$ cat config.mk
export PLATFORM = sky130hd
export DESIGN_NAME = dct_m00_axi_rd_master
export DESIGN_NICKNAME = d
export VERILOG_FILES = /design/src/rtl/dct_axi_pkg.sv /design/src/rtl/dct_sync_fifo.sv /design/src/rtl/dct_m00_axi_rd_master.sv
export SDC_FILE = /design/constraint.sdc
export NUM_CORES = 1
export LEC_CHECK = 0
export ABC_AREA = 1
export CAP_MARGIN = 0
export CORE_ASPECT_RATIO = 2
export CORE_MARGIN = 3
export CORE_UTILIZATION = 50
export CTS_BUF_LIST = sky130_fd_sc_hd__clkbuf_8
export DETAILED_ROUTE_END_ITERATION = 7
export PLACE_DENSITY = 0.72
export SKIP_LAST_GASP = 1
export SYNTH_ARGS = -nofsm -noshare
export SYNTH_HDL_FRONTEND = slang
export SYNTH_HIERARCHICAL = 1
export SYNTH_SLANG_ARGS = --single-unit
$ cat constraint.sdc
create_clock -name aclk -period 7.5 [get_ports aclk]
set_input_delay 1.5 -clock aclk [delete_from_list [all_inputs] [get_ports aclk]]
set_output_delay 1.5 -clock aclk [all_outputs]
set_load 0.005 [all_outputs]
$ cat src/rtl/dct_axi_pkg.sv
// Shared definitions for the DCT accelerator m00_axi read path.
//   AXI_BURST_INCR / AXI_RESP_OKAY / AXI_CACHE_DEFAULT : AXI encodings.
//   rd_state_e  : read-master FSM states.
//   block_bytes : bytes covered by one burst (one 4x4 pixel block).
package dct_axi_pkg;

  localparam logic [1:0] AXI_BURST_INCR    = 2'b01;
  localparam logic [1:0] AXI_RESP_OKAY     = 2'b00;
  localparam logic [3:0] AXI_CACHE_DEFAULT = 4'b0011;

  typedef enum logic [1:0] {
    IDLE  = 2'd0,
    RUN   = 2'd1,
    DRAIN = 2'd2,
    DONE  = 2'd3
  } rd_state_e;

  function automatic int unsigned block_bytes(input int unsigned burst_len,
                                              input int unsigned data_width);
    return burst_len * (data_width / 8);
  endfunction

endpackage

$ cat src/rtl/dct_sync_fifo.sv
// Single-clock FIFO with a registered output stage.
//   clk, rst      : clock, synchronous active-high reset (pointers/valid only)
//   wr_en/wr_data : push side
//   rd_en         : consumer accepts rd_data when rd_valid is high
//   rd_data/rd_valid : registered head entry
//   full/empty/count : count/full describe the storage array only; the output
//                      register is extra slack on top of DEPTH entries.
module dct_sync_fifo #(
  parameter int WIDTH = 65,
  parameter int DEPTH = 16
) (
  input  logic                     clk,
  input  logic                     rst,
  input  logic                     wr_en,
  input  logic [WIDTH-1:0]         wr_data,
  input  logic                     rd_en,
  output logic [WIDTH-1:0]         rd_data,
  output logic                     rd_valid,
  output logic                     full,
  output logic                     empty,
  output logic [$clog2(DEPTH):0]   count
);

  localparam int AW = $clog2(DEPTH);

  logic [WIDTH-1:0] mem_q [DEPTH];
  logic [AW-1:0]    wptr_q, wptr_d, rptr_q, rptr_d;
  logic [AW:0]      count_q, count_d;
  logic             out_vld_q, out_vld_d;
  logic [WIDTH-1:0] out_data_q, out_data_d;
  logic             load, push;

  always_comb begin
    // Refill the output register whenever it is empty or being consumed.
    load       = (count_q != '0) && (!out_vld_q || rd_en);
    push       = wr_en && ((count_q != (AW+1)'(DEPTH)) || load);
    wptr_d     = push ? wptr_q + AW'(1) : wptr_q;
    rptr_d     = load ? rptr_q + AW'(1) : rptr_q;
    count_d    = count_q + (AW+1)'(push) - (AW+1)'(load);
    out_vld_d  = load | (out_vld_q & ~rd_en);
    out_data_d = load ? mem_q[rptr_q] : out_data_q;
  end

  always_ff @(posedge clk) begin
    if (rst) begin
      wptr_q    <= '0;
      rptr_q    <= '0;
      count_q   <= '0;
      out_vld_q <= 1'b0;
    end else begin
      wptr_q    <= wptr_d;
      rptr_q    <= rptr_d;
      count_q   <= count_d;
      out_vld_q <= out_vld_d;
    end
  end

  always_ff @(posedge clk) begin
    if (push) mem_q[wptr_q] <= wr_data;
    out_data_q <= out_data_d;
  end

  assign rd_data  = out_data_q;
  assign rd_valid = out_vld_q;
  assign full     = (count_q == (AW+1)'(DEPTH));
  assign empty    = (count_q == '0) && !out_vld_q;
  assign count    = count_q;

endmodule

$ cat src/rtl/dct_m00_axi_rd_master.sv
// AXI4 burst-read master feeding the 2D-DCT core: one INCR burst per 4x4
// block, each beat (one 64-bit pixel row) forwarded on an AXI-Stream port.
// Optional macro: DCT_RD_PERF_CNT_EN builds the perf counters; otherwise the
// perf ports are tied to 0.
// Ports:
//   aclk, areset          : clock, synchronous active-high reset
//   start/base_addr/num_blocks : job launch (start ignored while busy)
//   busy/done/error       : status (error sticky until next accepted start)
//   m_axi_ar*             : read address channel (constant burst attributes)
//   m_axi_r*              : read data channel (never backpressured)
//   m_axis_t*             : row stream, tlast on the final row of each block
//   perf_busy_cycles/perf_stall_cycles : performance counters
module dct_m00_axi_rd_master
  import dct_axi_pkg::*;
#(
  parameter int C_M_AXI_ADDR_WIDTH = 32,
  parameter int C_M_AXI_DATA_WIDTH = 64,
  parameter int C_M_AXI_ID_WIDTH   = 1,
  parameter int C_BURST_LEN        = 4,
  parameter int C_FIFO_DEPTH       = 16
) (
  input  logic                          aclk,
  input  logic                          areset,
  input  logic                          start,
  input  logic [C_M_AXI_ADDR_WIDTH-1:0] base_addr,
  input  logic [15:0]                   num_blocks,
  output logic                          busy,
  output logic                          done,
  output logic                          error,
  output logic                          m_axi_arvalid,
  input  logic                          m_axi_arready,
  output logic [C_M_AXI_ADDR_WIDTH-1:0] m_axi_araddr,
  output logic [C_M_AXI_ID_WIDTH-1:0]   m_axi_arid,
  output logic [7:0]                    m_axi_arlen,
  output logic [2:0]                    m_axi_arsize,
  output logic [1:0]                    m_axi_arburst,
  output logic [3:0]                    m_axi_arcache,
  output logic [2:0]                    m_axi_arprot,
  input  logic                          m_axi_rvalid,
  output logic                          m_axi_rready,
  input  logic [C_M_AXI_DATA_WIDTH-1:0] m_axi_rdata,
  input  logic                          m_axi_rlast,
  input  logic [C_M_AXI_ID_WIDTH-1:0]   m_axi_rid,
  input  logic [1:0]                    m_axi_rresp,
  output logic                          m_axis_tvalid,
  input  logic                          m_axis_tready,
  output logic [C_M_AXI_DATA_WIDTH-1:0] m_axis_tdata,
  output logic                          m_axis_tlast,
  output logic [31:0]                   perf_busy_cycles,
  output logic [31:0]                   perf_stall_cycles
);

  localparam int unsigned BLOCK_BYTES = block_bytes(C_BURST_LEN, C_M_AXI_DATA_WIDTH);
  localparam int CNT_W = $clog2(C_FIFO_DEPTH) + 1;
  localparam int SUM_W = CNT_W + 2;
  localparam int BC_W  = (C_BURST_LEN > 1) ? $clog2(C_BURST_LEN) : 1;
  localparam logic [C_M_AXI_ADDR_WIDTH-1:0] ADDR_MASK =
    ~(C_M_AXI_ADDR_WIDTH'(BLOCK_BYTES - 1));

  rd_state_e                   state_q, state_d;
  logic [C_M_AXI_ADDR_WIDTH-1:0] addr_q, addr_d;
  logic [15:0]                 num_blocks_q, num_blocks_d;
  logic [15:0]                 blk_issued_q, blk_issued_d;
  logic [15:0]                 blk_done_q, blk_done_d;
  logic [CNT_W-1:0]            outst_q, outst_d;
  logic [BC_W-1:0]             beat_cnt_q, beat_cnt_d;
  logic                        error_q, error_d;

  logic                        ar_hs, r_hs, s_hs, last_beat, credit_ok, start_acc;
  logic [CNT_W-1:0]            fifo_count;
  logic                        fifo_full, fifo_empty, fifo_rd_valid;
  logic [C_M_AXI_DATA_WIDTH:0] fifo_rd_data;
  logic                        unused_ok;

  dct_sync_fifo #(
    .WIDTH (C_M_AXI_DATA_WIDTH + 1),
    .DEPTH (C_FIFO_DEPTH)
  ) u_fifo (
    .clk      (aclk),
    .rst      (areset),
    .wr_en    (r_hs),
    .wr_data  ({m_axi_rdata, last_beat}),
    .rd_en    (m_axis_tready),
    .rd_data  (fifo_rd_data),
    .rd_valid (fifo_rd_valid),
    .full     (fifo_full),
    .empty    (fifo_empty),
    .count    (fifo_count)
  );

  // Credit: every beat in flight must already own a FIFO slot, so a new
  // burst is only offered when a whole burst's worth of slots is unclaimed.
  assign credit_ok = (SUM_W'(fifo_count) + SUM_W'(outst_q) + SUM_W'(C_BURST_LEN))
                     <= SUM_W'(C_FIFO_DEPTH);

  assign m_axi_arvalid = (state_q == RUN) && credit_ok;
  assign m_axi_araddr  = addr_q;
  assign m_axi_arid    = '0;
  assign m_axi_arlen   = 8'(C_BURST_LEN - 1);
  assign m_axi_arsize  = 3'($clog2(C_M_AXI_DATA_WIDTH / 8));
  assign m_axi_arburst = AXI_BURST_INCR;
  assign m_axi_arcache = AXI_CACHE_DEFAULT;
  assign m_axi_arprot  = 3'b000;
  assign m_axi_rready  = (state_q != IDLE) && !areset;

  assign m_axis_tvalid = fifo_rd_valid;
  assign m_axis_tdata  = fifo_rd_valid ? fifo_rd_data[C_M_AXI_DATA_WIDTH:1] : '0;
  assign m_axis_tlast  = fifo_rd_valid & fifo_rd_data[0];

  assign busy  = (state_q == RUN) || (state_q == DRAIN);
  assign done  = (state_q == DONE);
  assign error = error_q;

  assign ar_hs     = m_axi_arvalid && m_axi_arready;
  assign r_hs      = m_axi_rvalid && m_axi_rready;
  assign s_hs      = m_axis_tvalid && m_axis_tready;
  assign last_beat = (beat_cnt_q == BC_W'(C_BURST_LEN - 1));
  assign start_acc = start && (state_q == IDLE);

  assign unused_ok = ^{m_axi_rid, fifo_full, fifo_empty};

  always_comb begin
    state_d      = state_q;
    addr_d       = addr_q;
    num_blocks_d = num_blocks_q;
    blk_issued_d = blk_issued_q;
    blk_done_d   = blk_done_q;
    beat_cnt_d   = beat_cnt_q;
    error_d      = error_q;
    outst_d      = outst_q + (ar_hs ? CNT_W'(C_BURST_LEN) : '0) - (r_hs ? CNT_W'(1) : '0);

    if (ar_hs) begin
      addr_d       = addr_q + C_M_AXI_ADDR_WIDTH'(BLOCK_BYTES);
      blk_issued_d = blk_issued_q + 16'd1;
    end
    // Bad responses and misplaced rlast are flagged, but the beat is still
    // forwarded and counted from our own beat counter.
    if (r_hs) begin
      beat_cnt_d = last_beat ? '0 : beat_cnt_q + BC_W'(1);
      if ((m_axi_rresp != AXI_RESP_OKAY) || (m_axi_rlast != last_beat))
        error_d = 1'b1;
    end
    if (s_hs && m_axis_tlast)
      blk_done_d = blk_done_q + 16'd1;

    case (state_q)
      IDLE: begin
        if (start_acc) begin
          addr_d       = base_addr & ADDR_MASK;
          num_blocks_d = num_blocks;
          blk_issued_d = '0;
          blk_done_d   = '0;
          outst_d      = '0;
          beat_cnt_d   = '0;
          error_d      = 1'b0;
          state_d      = (num_blocks == 16'd0) ? DONE : RUN;
        end
      end
      RUN: begin
        if (ar_hs && (blk_issued_q + 16'd1 == num_blocks_q))
          state_d = DRAIN;
      end
      DRAIN: begin
        if (s_hs && m_axis_tlast && (blk_done_q + 16'd1 == num_blocks_q))
          state_d = DONE;
      end
      DONE:    state_d = IDLE;
      default: state_d = IDLE;
    endcase
  end

  always_ff @(posedge aclk) begin
    if (areset) begin
      state_q      <= IDLE;
      addr_q       <= '0;
      num_blocks_q <= '0;
      blk_issued_q <= '0;
      blk_done_q   <= '0;
      outst_q      <= '0;
      beat_cnt_q   <= '0;
      error_q      <= 1'b0;
    end else begin
      state_q      <= state_d;
      addr_q       <= addr_d;
      num_blocks_q <= num_blocks_d;
      blk_issued_q <= blk_issued_d;
      blk_done_q   <= blk_done_d;
      outst_q      <= outst_d;
      beat_cnt_q   <= beat_cnt_d;
      error_q      <= error_d;
    end
  end

`ifdef DCT_RD_PERF_CNT_EN
  logic [31:0] perf_busy_q, perf_busy_d, perf_stall_q, perf_stall_d;

  always_comb begin
    perf_busy_d  = perf_busy_q;
    perf_stall_d = perf_stall_q;
    if (start_acc) begin
      perf_busy_d  = '0;
      perf_stall_d = '0;
    end else begin
      if (busy) perf_busy_d = perf_busy_q + 32'd1;
      // Stall = RUN cycle where no AR handshake can happen.
      if ((state_q == RUN) && (!credit_ok || !m_axi_arready))
        perf_stall_d = perf_stall_q + 32'd1;
    end
  end

  always_ff @(posedge aclk) begin
    if (areset) begin
      perf_busy_q  <= '0;
      perf_stall_q <= '0;
    end else begin
      perf_busy_q  <= perf_busy_d;
      perf_stall_q <= perf_stall_d;
    end
  end

  assign perf_busy_cycles  = perf_busy_q;
  assign perf_stall_cycles = perf_stall_q;
`else
  assign perf_busy_cycles  = '0;
  assign perf_stall_cycles = '0;
`endif

endmodule

* Word level (Yosys, flattened, before mapping)
Memories as Yosys holds them, arrays and structs flattened. A register that Yosys moved wholly into a read port is not among the register bits.
Index checks and enable logic that the tools add are counted.
** Word-level totals
- Register bits :: 104
- RAM bits :: 1040
- Input port bits :: 122
- Logic and storage cells :: 94
- Memories kept :: 1
** Operators by class
- $add $sub $neg :: 12
- Magnitude comparators :: 1
- Equal/unequal tests :: 11
- Muxes and demuxes :: 29
- Bitwise gates (word level) :: 4
- Reductions and logical operators :: 24
** Memory list
- u_fifo.mem_q :: words 16, bits a word 65, read ports 1, clocked after Yosys merged registers in 1, wr ports 1, RTL line dct_sync_fifo.sv:26 : logic [WIDTH-1:0] mem_q [DEPTH];
** Operator list (count)
- $mux W16 :: 6
- $mux W32 :: 3
- $mux W64 :: 1
- $add A16 B1 Y16 const B :: 2
- $add A32 B6 Y32 const B :: 1
- $eq A16 B16 Y1 :: 2
- $logic_not A16 Y1 :: 1
- $mux W2 :: 8
- $logic_and A1 B1 Y1 :: 11
- $mux W5 :: 2
- $sub A5 B1 Y5 :: 2
- $add A4 B1 Y4 const B :: 2
- $pmux W2 S4 :: 1
- $add A6 B3 Y7 const B :: 1
- $le A7 B5 Y1 const B :: 1
- $mux W1 :: 7
- $add A5 B5 Y6 :: 1
- $eq A2 B2 Y1 const B :: 3
- $add A5 B1 Y5 :: 1
- $add A5 B3 Y5 :: 1
- $ne A5 B5 Y1 const B :: 1
- $reduce_bool A5 Y1 :: 1
- $logic_or A1 B1 Y1 :: 4
- $ne A2 B1 Y1 const B :: 2
- 13 further kinds :: 16

* Logic depth before layout (Yosys ltp)
- Depth after elaboration :: 10
- Mapped depth :: 19
- Depth with buffers taken out :: 18

* By module
Netlist, hierarchy kept.
** By module, submodules not included
- dct_sync_fifo :: times used 1, cells an instance 3568, area an instance 44037.2 µm², seq. area each 33462.1 µm²
- dct_m00_axi_rd_master :: times used 1, cells an instance 1123, area an instance 6895.4 µm², seq. area each 1701.6 µm²

* Worst setup path after synthesis
Ideal clock, no wire load.
- Path type :: in2reg
- Start :: input areset
- End :: memory u_fifo.mem_q[2][0] (enable)
- Data arrival time :: 6.810 ns
- Path slack :: 0.121 ns
- Stages :: 7
- Cell sequence :: clkbuf_1 nor2_1 nand2_1 inv_1 nand2_1 clkbuf_1 nor3_1
** On the way
- Word-level cells in the longest chain between the ends :: 6
** RTL lines
- start: declaration :: RTL line dct_m00_axi_rd_master.sv:23 : input logic areset,
- $logic_not A1 Y1 :: RTL line dct_m00_axi_rd_master.sv:104 : assign m_axi_rready = (state_q != IDLE) && !areset;
- $logic_and A1 B1 Y1 :: RTL line dct_m00_axi_rd_master.sv:104
- named net m_axi_rready :: RTL line dct_m00_axi_rd_master.sv:40 : output logic m_axi_rready,
- $logic_and A1 B1 Y1 :: RTL line dct_m00_axi_rd_master.sv:115 : assign r_hs = m_axi_rvalid && m_axi_rready;
- named net r_hs :: RTL line dct_m00_axi_rd_master.sv:69 : logic ar_hs, r_hs, s_hs, last_beat, credit_ok, start_acc;
- $logic_and A1 B1 Y1 :: RTL line dct_sync_fifo.sv:36 : push = wr_en && ((count_q != (AW+1)'(DEPTH)) || load);
- $mux W1 :: RTL line dct_sync_fifo.sv:59 : if (push) mem_q[wptr_q] <= wr_data;
- $mux W1 (not written as such) :: RTL line dct_sync_fifo.sv:59
- end: declaration :: RTL line dct_sync_fifo.sv:26
The timed path passes the listed nets, and every way through them passes these cells.

* Worst setup path after layout
- Start :: register u_fifo.count_q[1], in the netlist u_fifo/count[1]
- End :: output m_axi_arvalid
** On the way
- Word-level cells in the longest chain between the ends :: 4
** RTL lines
- start: declaration :: RTL line dct_sync_fifo.sv:28 : logic [AW:0] count_q, count_d;
- start signal: assignment :: RTL line dct_sync_fifo.sv:53 : count_q <= count_d;
- $add A5 B5 Y6 :: RTL line dct_m00_axi_rd_master.sv:93 : assign credit_ok = (SUM_W'(fifo_count) + SUM_W'(outst_q) + SUM_W'(C_BURST_LEN))
- $add A6 B3 Y7 :: RTL line dct_m00_axi_rd_master.sv:93
- $le A7 B5 Y1 :: RTL line dct_m00_axi_rd_master.sv:94 : <= SUM_W'(C_FIFO_DEPTH);
- $logic_and A1 B1 Y1 :: RTL line dct_m00_axi_rd_master.sv:96 : assign m_axi_arvalid = (state_q == RUN) && credit_ok;
- end: declaration :: RTL line dct_m00_axi_rd_master.sv:30 : output logic m_axi_arvalid,
Every way passes these cells.

==> results.json <==
{
  "drt-total-wl_um": 125900,
  "p_int_mw": 11.56,
  "core-area_um2": 101200,
  "cp-start-kind": "flip-flop",
  "crit_fanout": 5,
  "detailed_place_hpwl_um": 67040,
  "slew_headroom": 0.1876,
  "post_dp_cell_area_um2": 53720,
  "cts_resized": 0,
  "viasPerCell": 5.469,
  "io_pins": 310,
  "required_ns": 6.00,
  "cts_setup_buffers": 0,
  "swShare": 0.3351,
  "die_w_um": 231.7,
  "status": "finished, final reports clean",
  "power.switching_mw": 5.826,
  "die_area_um2": 105900,
  "dr.pass1.iters": 5,
  "setup_violations": 0,
  "antenna_found_initial": 11,
  "period_share": 0.6473,
  "setup_slack_ns": 2.645,
  "cts-root-buf": "clkbuf_8",
  "fin_skew_ns": 0.03458,
  "drv_slew": 0,
  "final_hold_viol_count": 0,
  "track_usage": 0.2326,
  "clk_latency_ns": 0.83,
  "cts_buffer_depth": 3,
  "clkPwrFrac": 0.263,
  "grt_max_degree": 293,
  "critical_path_arrival_ns": 3.35,
  "crit_type": "reg -> out",
  "dp_slack_ns": 1.974,
  "ff2ff_setup_slack_ns": 3.68,
  "fin_crit_ns": 4.855,
  "rsz0062_at_grt": "false",
  "final_area_um2": 56630,
  "place.gp.congestion": 0.9329,
  "power.leakage_nw": 20.77,
  "holdBufCountCts": 0,
  "netlist_instances": 4688,
  "cts_max_level": 4,
  "combPwrFrac": 0.265,
  "end_kind": "primary output",
  "tightest_slew_ns": 1.219,
  "power_density_nw_per_um2": 307.0,
  "grt_pass1_vias": 33657,
  "area_growth_syn_to_layout_pct": 11.20,
  "gr-total-overflow": 0,
  "route.detailed.drc": 0,
  "drv_cap": 0,
  "yosys_warnings": 6,
  "portBuffers": 213,
  "initial_core_util": 0.5034,
  "grt_first_pass_wirelength_um": 189000,
  "utilization": 0.5598,
  "drt-initial-drc-count": 3118,
  "avgSynthCellArea_um2": 10.86,
  "rows": 165,
  "whs_ns": 0.5089,
  "fmax_mhz": 206.0,
  "final_antenna_net_count": 0,
  "die_y_um": 457.3,
  "clock-sinks": 1204,
  "wl_per_cell_um": 19.88,
  "hp-class": "reg -> reg",
  "sequentialPowerShare": 0.471,
  "dr_total_vias": 34626,
  "num-nets-final": 5031,
  "drive_gt1_frac": 0.05832,
  "cts_tree": "done",
  "clk_pin_slew_ns": 0.07,
  "ir_drop_mv": 0.2920,
  "fin_tns_setup_ns": 0,
  "synthesis.area_um2": 50920,
  "cts_buffers": 163
}
[power groups by stage]
stage / Combinational (mW) / Clock (mW) / Sequential [mW]
4_1_cts: 4.61 / 4.70 / 8.19
2_1_floorplan: 3.25 / 0 / 8.15
6_report: 4.61 / 4.58 / 8.19
5_1_grt: 5.16 / 4.95 / 8.23
3_3_place_gp: 4.48 / 0 / 8.32
3_5_place_dp: 4.59 / 0 / 8.33
[metrics by stage]
stage / total power, mW / cells
after floorplan: 11.40 / 4776
final: 17.39 / 6331
after detailed placement: 12.92 / 6045
after CTS: 17.51 / 6326
after global placement: 12.80 / 6045
after global routing: 18.34 / 6329
[cell usage in the layout (no fill, tap or decap), drive strengths merged, types with 9 or more instances in the layout]
cell type,count
nand3,349
dfxtp,99
xor2,23
o21ai,328
conb,90
ha,32
a21oi,203
nor3,28
nand2,1136
clkdlybuf4s50,213
nor2,741
nor4,9
inv,280
clkbuf,168
nand4,23
o211ai,29
buf,48
clkinv,46
edfxtp,1105
[layer usage]
layer	up-vias	global-route usage	part of all wire
met3	355	0.04227	0.070
met1	16660	0.2626	0.36
li1	16178	-	-
met4	10	0.1087	0.041
met2	1423	0.4227	0.53
met5	-	0	0.00060
[cell type report]
cell class	count	area, um^2
diodes	5	12.51
well taps	1336	1672
clock buffers	168	2312
fillers	8356	44530
repair buffers	261	2592
multi-input cells	3024	13420
inverters	220	859.6
clock inverters	113	583.1
flip-flops and latches	1204	35180
[flip-flops by register name, indices dropped and copies added, names as in the netlist]
signal	flops
blk_issued_q	16
blk_done_q	16
u_fifo/wptr_q	4
u_fifo/rptr_q	4
beat_cnt_q	2
outst_q	5
u_fifo/count	5
m_axi_araddr	27
u_fifo/mem_q	1040
u_fifo/rd_data	65
state_q	2
u_fifo/rd_valid	1
error	1
num_blocks_q	16
[final timing paths]
path	cells after the start	end	start
worst min register to register	2	blk_issued_q[8]	blk_issued_q[8]
worst min-delay path	2	blk_issued_q[8]	blk_issued_q[8]
worst max-delay path	11	m_axi_arvalid	u_fifo/count[1]
worst max register to register	8	u_fifo/mem_q[2][18]	state_q[0]
[worst max-delay path: stages (launching register included)]
cell             delay, ns
dfxtp_1               0.37
ha_1                  0.30
ha_1                  0.17
inv_1                 0.06
fa_1                  0.41
inv_1                 0.07
nand2_1               0.05
a21oi_1               0.17
nand3_1               0.09
nand2_1               0.13
and3_1                0.20
clkdlybuf4s50_1       0.50
Note: power is estimated with default switching activity, not from simulation.
